===== config.mk =====
export PLATFORM = sky130hd
export DESIGN_NAME = puf_response_collector_flat
export DESIGN_NICKNAME = d
export VERILOG_FILES = /design/src/rtl/puf_response_collector_if.sv /design/src/rtl/puf_response_collector.sv /design/src/flat_wrapper.sv
export SDC_FILE = /design/constraint.sdc
export NUM_CORES = 1
export LEC_CHECK = 0
export ABC_CLOCK_PERIOD_IN_PS = 3200
export CELL_PAD_IN_SITES_DETAIL_PLACEMENT = 0
export CELL_PAD_IN_SITES_GLOBAL_PLACEMENT = 1
export CORE_MARGIN = 4
export CORE_UTILIZATION = 24
export DETAILED_ROUTE_END_ITERATION = 8
export HOLD_SLACK_MARGIN = 0.06
export PLACE_DENSITY_LB_ADDON = 0.05
export SYNTH_ARGS = -nofsm -noshare
export SYNTH_HDL_FRONTEND = slang
export SYNTH_SLANG_ARGS = --single-unit

===== constraint.sdc =====
create_clock -name clk -period 3.2 [get_ports clk]
set_input_delay 0.32 -clock clk [delete_from_list [all_inputs] [get_ports clk]]
set_output_delay 0.32 -clock clk [all_outputs]
set_load 0.01 [all_outputs]

===== src/rtl/puf_response_collector_if.sv =====
// Readout handshake between the PUF response collector and its consumer.
// The collector drives the assembled word; the consumer acknowledges it with resp_ready.
interface puf_response_collector_if;
   logic [15:0] resp_data;
   logic        resp_valid;
   logic        resp_ready;

   modport master (output resp_data, output resp_valid, input resp_ready);
   modport slave  (input resp_data, input resp_valid, output resp_ready);
endinterface


===== src/rtl/puf_response_collector.sv =====
// Steps the 16:1 response mux through all arbiter outputs, majority-votes each bit
// and presents the assembled 16-bit PUF response over a valid/ready handshake.
module puf_response_collector_param_chk #(
   parameter int SETTLE_CYCLES = 2,
   parameter int VOTES         = 5
) ();
   if ((VOTES < 1) || ((VOTES % 2) == 0)) begin : g_bad_votes
      $error("puf_response_collector: VOTES must be odd and >= 1");
   end
   if (SETTLE_CYCLES < 0) begin : g_bad_settle
      $error("puf_response_collector: SETTLE_CYCLES must be >= 0");
   end
endmodule

module puf_response_collector #(
   parameter int SETTLE_CYCLES = 2,
   parameter int VOTES         = 5
) (
   input  logic                       clk,
   input  logic                       reset_n,
   input  logic                       start,
   input  logic                       abort,
   output logic [3:0]                 mux_sel,
   input  logic                       mux_out,
   output logic                       busy,
   puf_response_collector_if.master   rsp
);
   localparam logic [1:0] S_IDLE   = 2'd0;
   localparam logic [1:0] S_SETTLE = 2'd1;
   localparam logic [1:0] S_SAMPLE = 2'd2;
   localparam logic [1:0] S_DONE   = 2'd3;

   localparam int SW = (SETTLE_CYCLES > 1) ? $clog2(SETTLE_CYCLES) : 1;
   localparam int VW = (VOTES > 1) ? $clog2(VOTES) : 1;
   localparam int OW = $clog2(VOTES + 1);

   localparam logic [SW-1:0] SETTLE_LAST = SW'((SETTLE_CYCLES > 0) ? (SETTLE_CYCLES - 1) : 0);
   localparam logic [VW-1:0] VOTE_LAST   = VW'(VOTES - 1);
   localparam logic [OW-1:0] VOTE_HALF   = OW'(VOTES / 2);
   // With no settle time every bit goes straight into sampling.
   localparam logic [1:0]    S_FIRST     = (SETTLE_CYCLES == 0) ? S_SAMPLE : S_SETTLE;

   puf_response_collector_param_chk #(.SETTLE_CYCLES(SETTLE_CYCLES), .VOTES(VOTES)) u_param_chk ();

   function automatic logic majority(input logic [OW-1:0] ones);
      return (ones > VOTE_HALF);
   endfunction

   logic [1:0]    state_r,      state_nxt_s;
   logic [3:0]    mux_sel_r,    mux_sel_nxt_s;
   logic [SW-1:0] settle_cnt_r, settle_cnt_nxt_s;
   logic [VW-1:0] vote_cnt_r,   vote_cnt_nxt_s;
   logic [OW-1:0] ones_r,       ones_nxt_s;
   logic [OW-1:0] ones_sum_s;
   logic [15:0]   shadow_r,     shadow_nxt_s;
   logic [15:0]   resp_data_r,  resp_data_nxt_s;
   logic          resp_valid_r, resp_valid_nxt_s;
   logic          busy_r,       busy_nxt_s;

   assign ones_sum_s     = ones_r + OW'(mux_out);
   assign mux_sel        = mux_sel_r;
   assign busy           = busy_r;
   assign rsp.resp_data  = resp_data_r;
   assign rsp.resp_valid = resp_valid_r;

   // Next-state logic; abort outranks both sample completion and the handshake.
   always_comb begin
      state_nxt_s      = state_r;
      mux_sel_nxt_s    = mux_sel_r;
      settle_cnt_nxt_s = settle_cnt_r;
      vote_cnt_nxt_s   = vote_cnt_r;
      ones_nxt_s       = ones_r;
      shadow_nxt_s     = shadow_r;
      resp_data_nxt_s  = resp_data_r;
      resp_valid_nxt_s = resp_valid_r;
      busy_nxt_s       = busy_r;
      if (abort && (state_r != S_IDLE)) begin
         state_nxt_s      = S_IDLE;
         mux_sel_nxt_s    = 4'd0;
         settle_cnt_nxt_s = {SW{1'b0}};
         vote_cnt_nxt_s   = {VW{1'b0}};
         ones_nxt_s       = {OW{1'b0}};
         shadow_nxt_s     = 16'h0000;
         resp_valid_nxt_s = 1'b0;
         busy_nxt_s       = 1'b0;
      end else begin
         case (state_r)
            S_IDLE: begin
               if (start && !abort) begin
                  state_nxt_s      = S_FIRST;
                  mux_sel_nxt_s    = 4'd0;
                  settle_cnt_nxt_s = {SW{1'b0}};
                  vote_cnt_nxt_s   = {VW{1'b0}};
                  ones_nxt_s       = {OW{1'b0}};
                  shadow_nxt_s     = 16'h0000;
                  busy_nxt_s       = 1'b1;
               end else begin
                  state_nxt_s = S_IDLE;
               end
            end
            S_SETTLE: begin
               if (settle_cnt_r == SETTLE_LAST) begin
                  state_nxt_s      = S_SAMPLE;
                  settle_cnt_nxt_s = {SW{1'b0}};
               end else begin
                  settle_cnt_nxt_s = settle_cnt_r + SW'(1);
               end
            end
            S_SAMPLE: begin
               if (vote_cnt_r == VOTE_LAST) begin
                  // The final sample is part of the vote, hence ones_sum_s.
                  shadow_nxt_s[mux_sel_r] = majority(ones_sum_s);
                  vote_cnt_nxt_s          = {VW{1'b0}};
                  ones_nxt_s              = {OW{1'b0}};
                  if (mux_sel_r == 4'd15) begin
                     resp_data_nxt_s  = shadow_nxt_s;
                     resp_valid_nxt_s = 1'b1;
                     state_nxt_s      = S_DONE;
                  end else begin
                     mux_sel_nxt_s    = mux_sel_r + 4'd1;
                     settle_cnt_nxt_s = {SW{1'b0}};
                     state_nxt_s      = S_FIRST;
                  end
               end else begin
                  vote_cnt_nxt_s = vote_cnt_r + VW'(1);
                  ones_nxt_s     = ones_sum_s;
               end
            end
            S_DONE: begin
               if (rsp.resp_ready) begin
                  state_nxt_s      = S_IDLE;
                  resp_valid_nxt_s = 1'b0;
                  busy_nxt_s       = 1'b0;
                  mux_sel_nxt_s    = 4'd0;
               end else begin
                  state_nxt_s = S_DONE;
               end
            end
            default: begin
               state_nxt_s      = S_IDLE;
               mux_sel_nxt_s    = 4'd0;
               resp_valid_nxt_s = 1'b0;
               busy_nxt_s       = 1'b0;
            end
         endcase
      end
   end

   // State and output registers.
   always_ff @(posedge clk or negedge reset_n) begin
      if (!reset_n) begin
         state_r      <= S_IDLE;
         mux_sel_r    <= 4'd0;
         settle_cnt_r <= {SW{1'b0}};
         vote_cnt_r   <= {VW{1'b0}};
         ones_r       <= {OW{1'b0}};
         shadow_r     <= 16'h0000;
         resp_data_r  <= 16'h0000;
         resp_valid_r <= 1'b0;
         busy_r       <= 1'b0;
      end else begin
         state_r      <= state_nxt_s;
         mux_sel_r    <= mux_sel_nxt_s;
         settle_cnt_r <= settle_cnt_nxt_s;
         vote_cnt_r   <= vote_cnt_nxt_s;
         ones_r       <= ones_nxt_s;
         shadow_r     <= shadow_nxt_s;
         resp_data_r  <= resp_data_nxt_s;
         resp_valid_r <= resp_valid_nxt_s;
         busy_r       <= busy_nxt_s;
      end
   end
endmodule


===== src/flat_wrapper.sv =====
// flat-port wrapper written by rule: the top's interface ports become plain ports
module puf_response_collector_flat 
#(
   parameter int SETTLE_CYCLES = 2,
   parameter int VOTES         = 5
)
  (clk, reset_n, start, abort, mux_sel, mux_out, busy, rsp_resp_data, rsp_resp_valid, rsp_resp_ready);
  puf_response_collector_if rsp_i ();
  input  logic clk;
  input  logic reset_n;
  input  logic start;
  input  logic abort;
  output logic [3:0] mux_sel;
  input  logic mux_out;
  output logic busy;
  output wire logic [$bits(rsp_i.resp_data)-1:0] rsp_resp_data;
  output wire logic [$bits(rsp_i.resp_valid)-1:0] rsp_resp_valid;
  input wire logic [$bits(rsp_i.resp_ready)-1:0] rsp_resp_ready;
  assign rsp_resp_data = rsp_i.resp_data;
  assign rsp_resp_valid = rsp_i.resp_valid;
  assign rsp_i.resp_ready = rsp_resp_ready;
  puf_response_collector #(.SETTLE_CYCLES(SETTLE_CYCLES), .VOTES(VOTES)) u_core (.clk(clk), .reset_n(reset_n), .start(start), .abort(abort), .mux_sel(mux_sel), .mux_out(mux_out), .busy(busy), .rsp(rsp_i));
endmodule

## Word level (Yosys, flattened, before mapping)

Cells that the tools add are included.

| operators by class | value |
|---|---|
| $add $sub $neg | 4 |
| bitwise logic cells | 1 |
| mux-type cells | 41 |
| reductions and logical operators | 19 |
| equal/unequal tests | 11 |
| magnitude comparators | 3 |

Operator list:

| operator | count |
|---|---|
| $mux W16 | 3 |
| $pmux W16 S2 | 1 |
| $mux W4 | 5 |
| $bwmux W16 | 1 |
| $mux W3 | 5 |
| $mux W1 | 13 |
| $ne A3 B1 Y1 const B | 4 |
| $pmux W3 S2 | 2 |
| $pmux W4 S3 | 1 |
| $reduce_and A4 Y1 | 3 |
| $mux W2 | 5 |
| $reduce_bool A3 Y1 | 3 |
| $pmux W2 S4 | 1 |
| $reduce_bool A4 Y1 | 2 |
| $ne A3 B2 Y1 const B | 2 |
| $reduce_and A3 Y1 | 2 |
| $lt A4 B5 Y1 const B | 1 |
| $reduce_and A5 Y1 | 1 |
| $add A4 B1 Y4 const B | 1 |
| $demux W1 S4 | 1 |
| $eq A2 B2 Y1 const B | 2 |
| $eq A4 B4 Y1 const B | 1 |
| $ge A4 B1 Y1 const B | 1 |
| $pmux W1 S2 | 2 |
| other kinds (13) | 16 |

| word-level totals | value |
|---|---|
| output and inout port bits | 22 |
| input bits | 6 |
| logic and storage cells | 88 |
| register bits | 47 |

## Depth between registers and ports, before layout

Gate-level depths: netlist (run 1).

| logic depth | value |
|---|---|
| depth in word-level cells | 8 |
| gate-level depth with buffers | 8 |
| gate-level depth less buffers | 6 |

## Least setup slack after synthesis (run 1)

No wires, ideal clock.

| path | value |
|---|---|
| path type | register -> register |
| start point | register u_core.state_r[0] |
| end point | register u_core.mux_sel_r[1] (netlist: u_core.mux_sel[1]) |
| cell stages (with the launch flop) | 8 |
| path slack | 1.433 ns |
| required time | 3.078 ns |
| setup time | 0.122 ns |
| clock period less this slack | 1.767 ns |
| arrival | 1.645 ns |
| buffers on the path | 1 |
| cells stage by stage | dfrtp_1 > inv_1 > ha_1 > buf_6 > or3_4 > a21oi_2 > nor2_1 > a32o_1 |

| on the way | value |
|---|---|
| longest elaborated chain between the ends | 4 |
| elaborated cells between the ends (all ways) | 13 |
| classes of those cells | eq/ne: 6; mux: 2; reduce/logical: 5 |

Ends and longest elaborated chain:

| what | line | text |
|---|---|---|
| start, declared | puf_response_collector.sv:49 | `logic [1:0] state_r, state_nxt_s;` |
| start signal, assigned | puf_response_collector.sv:162 | `state_r <= state_nxt_s;` |
| $reduce_bool A2 Y1 | puf_response_collector.sv:77 | `if (abort && (state_r != S_IDLE)) begin` |
| $logic_and A1 B1 Y1 | puf_response_collector.sv:77 |  |
| $ne A3 B2 Y1 (no source line) (tied with other cells) | - |  |
| $reduce_and A5 Y1 (no source line) | - |  |
| end signal, assigned | puf_response_collector.sv:163 | `mux_sel_r <= mux_sel_nxt_s;` |
| end, declared | puf_response_collector.sv:50 | `logic [3:0] mux_sel_r, mux_sel_nxt_s;` |

Parallel ways exist; a longest one is shown, timed or not.
A chain may end at the register's enable or synchronous reset.

## Worst setup path after layout (run 1)

| path | value |
|---|---|
| start point | input port mux_out |
| end point | register u_core.shadow_r[8] |

| on the way | value |
|---|---|
| longest elaborated chain between the ends | 6 |

Ends and longest elaborated chain:

| what | line | text |
|---|---|---|
| start, declared | flat_wrapper.sv:14 | `input logic mux_out;` |
| $add A3 B1 Y3 | puf_response_collector.sv:60 | `assign ones_sum_s = ones_r + OW'(mux_out);` |
| $gt A3 B2 Y1 | puf_response_collector.sv:46 | `return (ones > VOTE_HALF);` |
| $bwmux W16 | puf_response_collector.sv:112 | `shadow_nxt_s[mux_sel_r] = majority(ones_sum_s);` |
| $mux W16 | puf_response_collector.sv:110 | `if (vote_cnt_r == VOTE_LAST) begin` |
| $pmux W16 S2 | puf_response_collector.sv:87 | `case (state_r)` |
| $mux W16 | puf_response_collector.sv:77 |  |
| end signal, assigned | puf_response_collector.sv:167 | `shadow_r <= shadow_nxt_s;` |
| end, declared | puf_response_collector.sv:55 | `logic [15:0] shadow_r, shadow_nxt_s;` |

No other way between the ends. The select of a mux whose other input is x is not followed.

==> results.txt, run 1 <==
largest family of logic cells by synthesized area - compound AO/OA/AOI/OAI gates
clock share of power - 30.1%
Max clock buf depth - 2
flop-to-flop setup slack - 0.95 ns
fin crit share - 71.48%
endpoints failing hold - 0
Final GP Congestion - 0.7103
Synth Area in Compound Gates - 22.78%
global-route wire length before repair - 11.38 mm
FF-to-FF Start - u_core.ones_r[0]$_DFFE_PN0P_
Post-CTS Resized - 0
ANT cells - 0
Nets - 326
prevailing post-synth register cell - dfrtp_1
Max Fanout on Critical Path - 16
antenna violations before repair - 0
Post-CTS Setup Repair Bufs - 0
clk root buf - clkbuf_8
num ports - 28
largest net degree at the start of global routing - 35
Commonest cells post-synth - dfrtp_1, nand2_1, a21oi_1
minimum clock period - 2.287 ns
Post-Layout Cell Count - 449
worst skew pair latency - 0.31 ns
CP Class - input pin to register
vias in the first global route - 2147
max_cap viols - 0
first-pass iteration count of the detailed router - 4
register area share after synthesis - 44.15%
cell area after synthesis - 2664 um2
gate count of the mapped netlist - 285
CP Launch Type - input pin
sw frac - 33.88%
portion of netlist area occupied by mux cells - 4.180%
pin slew with the least headroom to its limit - 0.8778 ns
fraction of layout cells with a size suffix above 1 - 8.414%
Syn Nets - 303
CTS Buf Count - 5
Die ar. - 12850 um2
post-route cell area - 3172 um2
DR WL/cell - 15.55 um
final setup vio count - 0
Peak VDD IR - 0.2533 mV
f_max - 437.2 MHz
area post-placement - 3039 um2
Simple-Gate Fraction of Synth Area - 15.36%
Worst EP required - 3.39 ns
post-synth top area cell - dfrtp_1
Port-buffer cells - 27
Iter 0 DRT Violations - 74
xor-xnor portion of the synthesized cell area - 0.6576%
# DRC - 0
post-DR vias/cell - 4.628
Async SR Flop Fraction - 100.0%
total gr overflow - 0
Total Neg Setup Slack - 0 ns
P_int - 1.166 mW
Cell Pwr Density - 556.0 nW/um2
hold buffers post-CTS - 0
Synth Area in Adders - 5.636%
synthesized area per cell - 9.347 um2
Slew Viols, Final - 0
r2r worst-path depth - 6
synth top area cells - dfrtp_1, ha_1, nand2_1
CTS clk-pin slew, worst paths - 0.11 ns
Post-synth EDFFs - 0
status - finished clean
Arrival @ worst endpoint - 2.48 ns
CTS sink cnt - 47
final core occ - 29.26%
Die Y-Extent - 113.4 um
synth unique cells - 51
placed insts - 441
area of the core - 10840 um2
H-tree depth - 2
unrepaired setup endpoints after global routing - no
Initial Util - 24.57%
Post-DRT Antenna Nets - 0
synthesized flop and latch total - 47
final wirelength - 6.982 mm
area growth from synthesis to layout - 19.07%
Syn. warnings - 0
Core Rows - 38
Crit Reg-Reg Endpoint - u_core.shadow_r[8]$_DFFE_PN0P_
most frequent cell after synthesis - dfrtp_1
worst clock skew - 0.01478 ns
Slew headroom - 41.48%
worst hold path type - input pin to asynchronous set/reset pin
CTS tree - done
Vias - 2078
top cell type's share of synthesized area - 44.15%
Total Routing Usage GR - 11.28%
combinational share of power - 33.0%
Leak - 1.360 nW
DP HPWL - 4.807 mm
Chip Width - 113.4 um
Psw - 0.5974 mW
Seq pwr share - 36.9%
crit end category - register
==> critical path, stage by stage <==
cell and delay (ns):
clkdlybuf4s50_1 0.40, ha_1 0.20, ha_1 0.23, xnor2_1 0.36, nand2_1 0.45, nand2_4 0.36
o22ai_1 0.14
==> cells in the final DEF (no fill, tap or decap), types with 2 or more instances in the layout <==
cell and n:
a21oi_1 27, a22o_1 3, a31oi_1 3, and2_1 2
buf_4 4, bufinv_16 2, clkbuf_8 5, clkdlybuf4s50_1 26
dfrtp_1 47, ha_1 12, inv_1 26, mux2i_1 10
nand2_1 37, nand2b_1 3, nand3_1 8, nor2_1 6
nor2b_1 6, nor3_1 2, o21ai_0 23, o22ai_1 19
o31ai_1 2, o41ai_1 3, or3_4 2, xnor2_1 2
==> worst max-delay path by stage <==
stage                                  startpoint                        endpoint  slack (ns)
floorplan           u_core.state_r[0]$_DFFE_PN0P_   u_core.mux_sel[1]$_DFFE_PN0P_        1.43
finish                                    mux_out  u_core.shadow_r[8]$_DFFE_PN0P_        0.91
CTS                                       mux_out  u_core.shadow_r[3]$_DFFE_PN0P_        0.85
global placement                          mux_out  u_core.shadow_r[0]$_DFFE_PN0P_        0.58
detailed placement                        mux_out  u_core.shadow_r[3]$_DFFE_PN0P_        0.53
global route                              mux_out  u_core.shadow_r[1]$_DFFE_PN0P_        0.65
==> cells by family after synthesis <==
group                      count (synthesis)
xor gates and xnor gates                   2
AOI/OAI and AO/OA                         95
adders and majority gates                 12
muxes                                     11
DFF                                       47
buffers and inverters                     41
and+or+nand+nor                           77
==> stage by stage <==
step                      hold slack (ns)  total power, mW  setup slack, ns
after floorplan                   0.02441            1.117            1.433
after global placement             0.4630            1.258           0.5821
after detailed placement           0.4715            1.253           0.5260
after CTS                          0.1688            1.799           0.8538
after global routing               0.2016            1.893           0.6477
final                              0.1299            1.763           0.9126
==> power by group through the flow <==
stage | combinational, mW | sequential (mW) | clock [mW]
final | 0.581 | 0.651 | 0.531
after global routing | 0.657 | 0.657 | 0.578
after CTS | 0.593 | 0.652 | 0.554
after detailed placement | 0.590 | 0.663 | 0
after global placement | 0.596 | 0.662 | 0
after floorplan | 0.457 | 0.660 | 0
==> sequential cells by signal (all words and copies together) (netlist names) <==
| register | count |
|---|---|
| u_core.rsp.resp_data | 16 |
| u_core.busy | 1 |
| u_core.settle_cnt_r | 1 |
| u_core.shadow_r | 16 |
| u_core.state_r | 2 |
| u_core.ones_r | 3 |
| u_core.vote_cnt_r | 3 |
| u_core.rsp.resp_valid | 1 |
| u_core.mux_sel | 4 |
==> per-layer routing <==
| layer | vias up | track usage [%] | part of all wire [%] |
|---|---|---|---|
| li1 | 1053 | - | - |
| met2 | 23 | 16.55 | 42 |
| met4 | 0 | 2.885 | 0.76 |
| met1 | 996 | 16.83 | 54 |
| met3 | 6 | 2.299 | 2.9 |
| met5 | - | 0 | 0 |
==> layout make-up <==
| class | count | area [um2] |
|---|---|---|
| Timing Repair Buffer | 31 | 295.3 |
| Clock buffer | 6 | 72.57 |
| Sequential cell | 47 | 1176 |
| Inverter | 26 | 97.59 |
| Tap cell | 140 | 175.2 |
| Clock inverter | 2 | 60.06 |
| Multi-Input combinational cell | 197 | 1295 |
| Fill cell | 1168 | 7669 |
Power figures use the tool's default switching activity.
==> run 2: changes to the inputs <==
- ABC_CLOCK_PERIOD_IN_PS: 3200 -> 2050
- clock period: 3.2 -> 2.05 ns (I/O delays scaled with it)
==> results.txt, run 2 (same netlist as run 1, synthesis figures left out) <==
status - finished clean (unchanged)
Critical-path top delay cell - dfrtp_1 (was nand2_1)
vias in the first global route - 2214 (was 2147)
ANT cells - 0 (unchanged)
Sequential cell area - 1176 um2 (unchanged)
minimum clock period - 1.875 ns
Peak VDD IR - 0.3850 mV (was 0.2533 mV)
CP Class - register to register (was input pin to register)
fraction of layout cells with a size suffix above 1 - 13.98% (was 8.414%)
Chip Width - 113.4 um (unchanged)
Core Rows - 38 (unchanged)
final wirelength - 6.857 mm (was 6.982 mm)
Final GP Congestion - 0.7322 (was 0.7103)
global-route wire length before repair - 11.67 mm (was 11.38 mm)
area of the multi-input gates - 1297 um2 (was 1295 um2)
# DRC - 0 (unchanged)
Total Neg Setup Slack - 0 ns (unchanged)
Post-DRT Antenna Nets - 0 (unchanged)
Slew headroom - 69.62% (was 41.48%)
delay-heaviest family, CP - simple AND/OR/NAND/NOR gates (unchanged)
final total power - 2.689 mW (was 1.763 mW)
endpoints failing hold - 0 (unchanged)
Slew Viols, Final - 0 (unchanged)
pin slew with the least headroom to its limit - 0.4522 ns (was 0.8778 ns)
area of the core - 10840 um2 (unchanged)
Cell Pwr Density - 807.7 nW/um2 (was 556.0 nW/um2)
Die Y-Extent - 113.4 um (unchanged)
Arrival @ worst endpoint - 2.06 ns (was 2.48 ns)
DR WL/cell - 14.62 um (was 15.55 um)
CTS Buf Count - 5 (unchanged)
Die ar. - 12850 um2 (unchanged)
total gr overflow - 0 (unchanged)
Fillers - 1177 (was 1168)
CTS clk-pin slew, worst paths - 0.09 ns (was 0.11 ns)
most common cell after layout, fill and taps aside - dfrtp_1 (unchanged)
area growth from synthesis to layout - 24.99% (was 19.07%)
Max clock buf depth - 2 (unchanged)
CP Launch Type - register (was input pin)
unrepaired setup endpoints after global routing - no (unchanged)
crit-path max cell delay - 0.38 ns (was 0.45 ns)
clk root buf - clkbuf_8 (unchanged)
Post-CTS Setup Repair Bufs - 0 (unchanged)
Port-buffer cells - 27 (unchanged)
H-tree depth - 2 (unchanged)
Bufs and invs on worst path - 2 (was 1)
CTS tree - done (unchanged)
largest net degree at the start of global routing - 48 (was 35)
first-pass iteration count of the detailed router - 4 (unchanged)
Leak - 1.448 nW (was 1.360 nW)
max_cap viols - 0 (unchanged)
Nets - 346 (was 326)
antenna violations before repair - 0 (unchanged)
Iter 0 DRT Violations - 71 (was 74)
fin crit share - 91.45%
post-DR vias/cell - 4.552 (was 4.628)
worst skew pair latency - 0.30 ns (was 0.31 ns)
final setup vio count - 0 (unchanged)
worst clock skew - 0.004414 ns (was 0.01478 ns)
crit end category - register (unchanged)
CTS sink cnt - 47 (unchanged)
Total Routing Usage GR - 11.33% (was 11.28%)
Initial Util - 24.57% (unchanged)
num ports - 28 (unchanged)
final core occ - 30.71% (was 29.26%)
Vias - 2135 (was 2078)
Worst EP required - 2.24 ns (was 3.39 ns)
worst hold path type - input pin to asynchronous set/reset pin (unchanged)
CP Cell Sequence - buf_4 > ha_1 > buf_12 > or3_4 > a21oi_2 > nor2_1 > a32o_1 (was clkdlybuf4s50_1 > ha_1 > ha_1 > xnor2_1 > nand2_1 > nand2_4 > o22ai_1)
DP HPWL - 4.894 mm (was 4.807 mm)
f_max - 533.4 MHz
commonest cells after routing, fill and taps aside - dfrtp_1, nand2_1, a21oi_1 (unchanged)
Max Fanout on Critical Path - 12 (was 16)
==> run 2: changes by cell type in the layout (fill, tap and decap cells not counted), sizes merged <==
cell and delta:
buf +19, bufinv -2, clkinv +1, clkinvlp +1
dlygate4sd3 +1
==> run 2: cell type report <==
| class | instances | area share [%] |
|---|---|---|
| Timing Repair Buffer | 51 | 14.96 |
| Multi-Input combinational cell | 197 | 38.97 |
| Tap cell | 140 | 5.261 |
| Clock inverter | 2 | 0.3758 |
| Inverter | 26 | 2.931 |
| Clock buffer | 6 | 2.180 |
| Sequential cell | 47 | 35.33 |
==> run 2: path summary, 6_finish.rpt <==
check | startpoint | end | slack, ns | depth (start not counted)
setup / recovery | u_core.state_r[1]$_DFFE_PN0P_ | u_core.mux_sel[1]$_DFFE_PN0P_ | 0.18 | 7
hold reg to reg | u_core.rsp.resp_data[14]$_DFFE_PN0P_ | u_core.rsp.resp_data[14]$_DFFE_PN0P_ | 0.48 | 2
max in group asynchronous | reset_n | u_core.rsp.resp_data[8]$_DFFE_PN0P_ | 1.40 | 3
min in group clk | u_core.rsp.resp_data[14]$_DFFE_PN0P_ | u_core.rsp.resp_data[14]$_DFFE_PN0P_ | 0.48 | 2
setup reg to reg | u_core.state_r[1]$_DFFE_PN0P_ | u_core.mux_sel[1]$_DFFE_PN0P_ | 0.18 | 7
hold / removal | reset_n | u_core.ones_r[0]$_DFFE_PN0P_ | 0.42 | 3
==> run 2: where the power goes <==
group	switching, mW	internal (mW)
registers	0.0238	0.978
logic	0.595	0.516
clock network	0.337	0.240
total	0.956	1.73
==> run 2: what timing repair did <==
action                     4_1_cts  5_1_grt
setup endpoints to repair        0        4
resized for setup                0        1
hold buffers                     1        0
hold endpoints to repair        47        0
==> run 2: worst reg2reg max path: cells and delay by family (launching register included) <==
kind	cells	cell delay, ns
buf+inv	2	0.30
flops	1	0.38
simple gates	2	0.46
fa+ha+maj	1	0.20
compound gates	2	0.43
==> run 2: metrics by stage <==
step                hold WS, ns  worst slack (ns)  area, um2  std cells
finish                   0.4249            0.1752       3329        469
global route             0.4608           0.03476       3329        469
CTS                      0.4285            0.1022       3327        469
detailed placement       0.2236           0.03665       3232        460
global placement         0.2232           0.05268       3232        460
floorplan              -0.09059            0.2834       2664        285
==> run 2: metal layers <==
metal  wire (um)  up-vias  global-route usage [%]
li1            -     1091                       -
met1        3628     1016                   16.72
met2        3030       23                   17.10
met3         139        5                   1.979
met4          59        0                   2.885
met5           0        -                       0
==> run 3: changes to the inputs <==
- CORE_UTILIZATION: 24 -> 30
==> results.txt, run 3 (same netlist as run 1, synthesis figures left out) <==
Peak VDD IR - 0.5213 mV (was 0.3850 mV)
Worst Hold Depth - 2
largest net degree at the start of global routing - 48 (unchanged)
Final GP Congestion - 0.7192 (was 0.7322)
final setup vio count - 0 (unchanged)
Slew headroom - 57.29% (was 69.62%)
area growth from synthesis to layout - 21.65% (was 24.99%)
worst hold path type - register to register (was input pin to asynchronous set/reset pin)
global-route wire length before repair - 10.89 mm (was 11.67 mm)
final wirelength - 6.392 mm (was 6.857 mm)
fin crit share - 91.20% (was 91.45%)
Initial Util - 30.69% (was 24.57%)
commonest cells after routing, fill and taps aside - dfrtp_1, nand2_1, a21oi_1 (unchanged)
Worst EP required - 2.25 ns (was 2.24 ns)
Vias - 2087 (was 2135)
final core occ - 37.34% (was 30.71%)
clk root buf - clkbuf_8 (unchanged)
P_int - 1.788 mW (was 1.733 mW)
CP Cell Sequence - inv_1 > ha_1 > buf_4 > or3_4 > a21oi_2 > nor2_1 > a32o_1 (was buf_4 > ha_1 > buf_12 > or3_4 > a21oi_2 > nor2_1 > a32o_1)
crit-path max cell delay - 0.41 ns (was 0.38 ns)
CTS Buf Count - 5 (unchanged)
worst setup path startpoint - u_core.state_r[0]$_DFFE_PN0P_ (was u_core.state_r[1]$_DFFE_PN0P_)
FF-to-FF Start - u_core.state_r[0]$_DFFE_PN0P_ (was u_core.state_r[1]$_DFFE_PN0P_)
antenna violations before repair - 0 (unchanged)
status - finished clean (unchanged)
sw frac - 34.36% (was 35.55%)
combinational share of power - 37.5% (was 41.3%)
Max clock buf depth - 2 (unchanged)
max_cap viols - 0 (unchanged)
crit end category - register (unchanged)
Seq pwr share - 37.1% (was 37.2%)
hold_sp - u_core.rsp.resp_data[9]$_DFFE_PN0P_
final total power - 2.725 mW (was 2.689 mW)
post-DR vias/cell - 4.853 (was 4.552)
Hold WS - 0.4804 ns (was 0.4249 ns)
DP HPWL - 4.527 mm (was 4.894 mm)
minimum clock period - 1.870 ns (was 1.875 ns)
Post-DRT Antenna Nets - 0 (unchanged)
Critical-path top delay cell - dfrtp_1 (unchanged)
Slew Viols, Final - 0 (unchanged)
unrepaired setup endpoints after global routing - no (unchanged)
post-route cell area - 3241 um2 (was 3329 um2)
first-pass iteration count of the detailed router - 4 (unchanged)
Total Routing Usage GR - 13.42% (was 11.33%)
Cell Pwr Density - 840.8 nW/um2 (was 807.7 nW/um2)
f_max - 534.9 MHz (was 533.4 MHz)
flop-to-flop setup slack - 0.18 ns (about the same)
Leak - 1.419 nW (was 1.448 nW)
H-tree depth - 2 (unchanged)
worst skew pair latency - 0.30 ns (about the same)
fraction of layout cells with a size suffix above 1 - 12.42% (was 13.98%)
most common cell after layout, fill and taps aside - dfrtp_1 (unchanged)
num ports - 28 (unchanged)
Chip Width - 102.2 um (was 113.4 um)
total gr overflow - 0 (unchanged)
CTS clk-pin slew, worst paths - 0.09 ns (about the same)
Total Neg Setup Slack - 0 ns (unchanged)
area post-placement - 3122 um2 (was 3232 um2)
Port-buffer cells - 27 (unchanged)
Post-CTS Setup Repair Bufs - 0 (unchanged)
vias in the first global route - 2126 (was 2214)
Hold Path End - u_core.rsp.resp_data[9]$_DFFE_PN0P_
Crit Reg-Reg Endpoint - u_core.mux_sel[1]$_DFFE_PN0P_ (unchanged)
pin slew with the least headroom to its limit - 0.6245 ns (was 0.4522 ns)
CP Class - register to register (unchanged)
DR WL/cell - 14.87 um (was 14.62 um)
ANT cells - 0 (unchanged)
Core Rows - 34 (was 38)
clock share of power - 25.3% (was 21.4%)
endpoints failing hold - 0 (unchanged)
Fillers - 923 (was 1177)
# DRC - 0 (unchanged)
Max Fanout on Critical Path - 10 (was 12)
Die ar. - 10450 um2 (was 12850 um2)
Arrival @ worst endpoint - 2.07 ns (was 2.06 ns)
Die Y-Extent - 102.2 um (was 113.4 um)
Iter 0 DRT Violations - 56 (was 71)
Nets - 340 (was 346)
CTS sink cnt - 47 (unchanged)
area of the core - 8678 um2 (was 10840 um2)
CP Launch Type - register (unchanged)
Psw - 0.9363 mW (was 0.9561 mW)
CTS tree - done (unchanged)
worst clock skew - 0.007226 ns (was 0.004414 ns)
r2r worst-path depth - 7 (unchanged)
==> run 3: power by group through the flow <==
stage | logic, mW | clock network, mW | registers, mW
floorplan | 0.713 | 0 | 1.03
global placement | 1.02 | 0 | 1.03
detailed placement | 1.02 | 0 | 1.03
CTS | 1.03 | 0.718 | 1.01
global route | 1.16 | 0.759 | 1.02
finish | 1.02 | 0.690 | 1.01
==> run 3: worst max path at each step <==
stage | endpoint | slack [ns] | depth (start not counted)
6_report | u_core.mux_sel[1]$_DFFE_PN0P_ | 0.18 | 7
5_1_grt | u_core.settle_cnt_r$_DFFE_PN0P_ | 0.06 | 6
4_1_cts | u_core.settle_cnt_r$_DFFE_PN0P_ | 0.09 | 7
3_5_place_dp | u_core.rsp.resp_data[1]$_DFFE_PN0P_ | -0.002 | 8
3_3_place_gp | u_core.rsp.resp_data[1]$_DFFE_PN0P_ | 0.02 | 8
2_1_floorplan | u_core.mux_sel[1]$_DFFE_PN0P_ | 0.28 | 7
==> run 3: cell type report <==
type / instances / area [um2] / area share, %
multi-input cells: 197 / 1297 / 40.04
flip-flops and latches: 47 / 1176 / 36.29
repair buffers: 45 / 427.9 / 13.20
well taps: 108 / 135.1 / 4.170
inverters: 26 / 97.59 / 3.012
clock buffers: 5 / 68.82 / 2.124
clock inverters: 2 / 37.54 / 1.158
==> run 3: metal layers <==
layer	GRT usage [%]	up-vias	wire (um)
met3	2.253	7	157
li1	-	1079	-
met4	3.633	0	72
met1	19.89	974	3315
met2	20.19	27	2847
met5	0	-	0
==> run 3: what timing repair did <==
action                                 in CTS  in global routing
endpoints found under the hold margin      47                  0
setup endpoints to repair                   0                  2
hold buffers                                1                  0
resized for setup                           0                  1
==> run 3: critical path: cells and delay by family, from the launching register on <==
family	cells	cell delay, ns
simple gates	2	0.47
compound gates	2	0.41
flops	1	0.41
buf+inv	2	0.26
fa+ha+maj	1	0.21
==> run 3: metrics by stage <==
stage,std cells,setup slack [ns]
final,430,0.1803
after global routing,430,0.05711
after CTS,430,0.09476
after detailed placement,422,-0.001793
after global placement,422,0.02342
after floorplan,285,0.2834
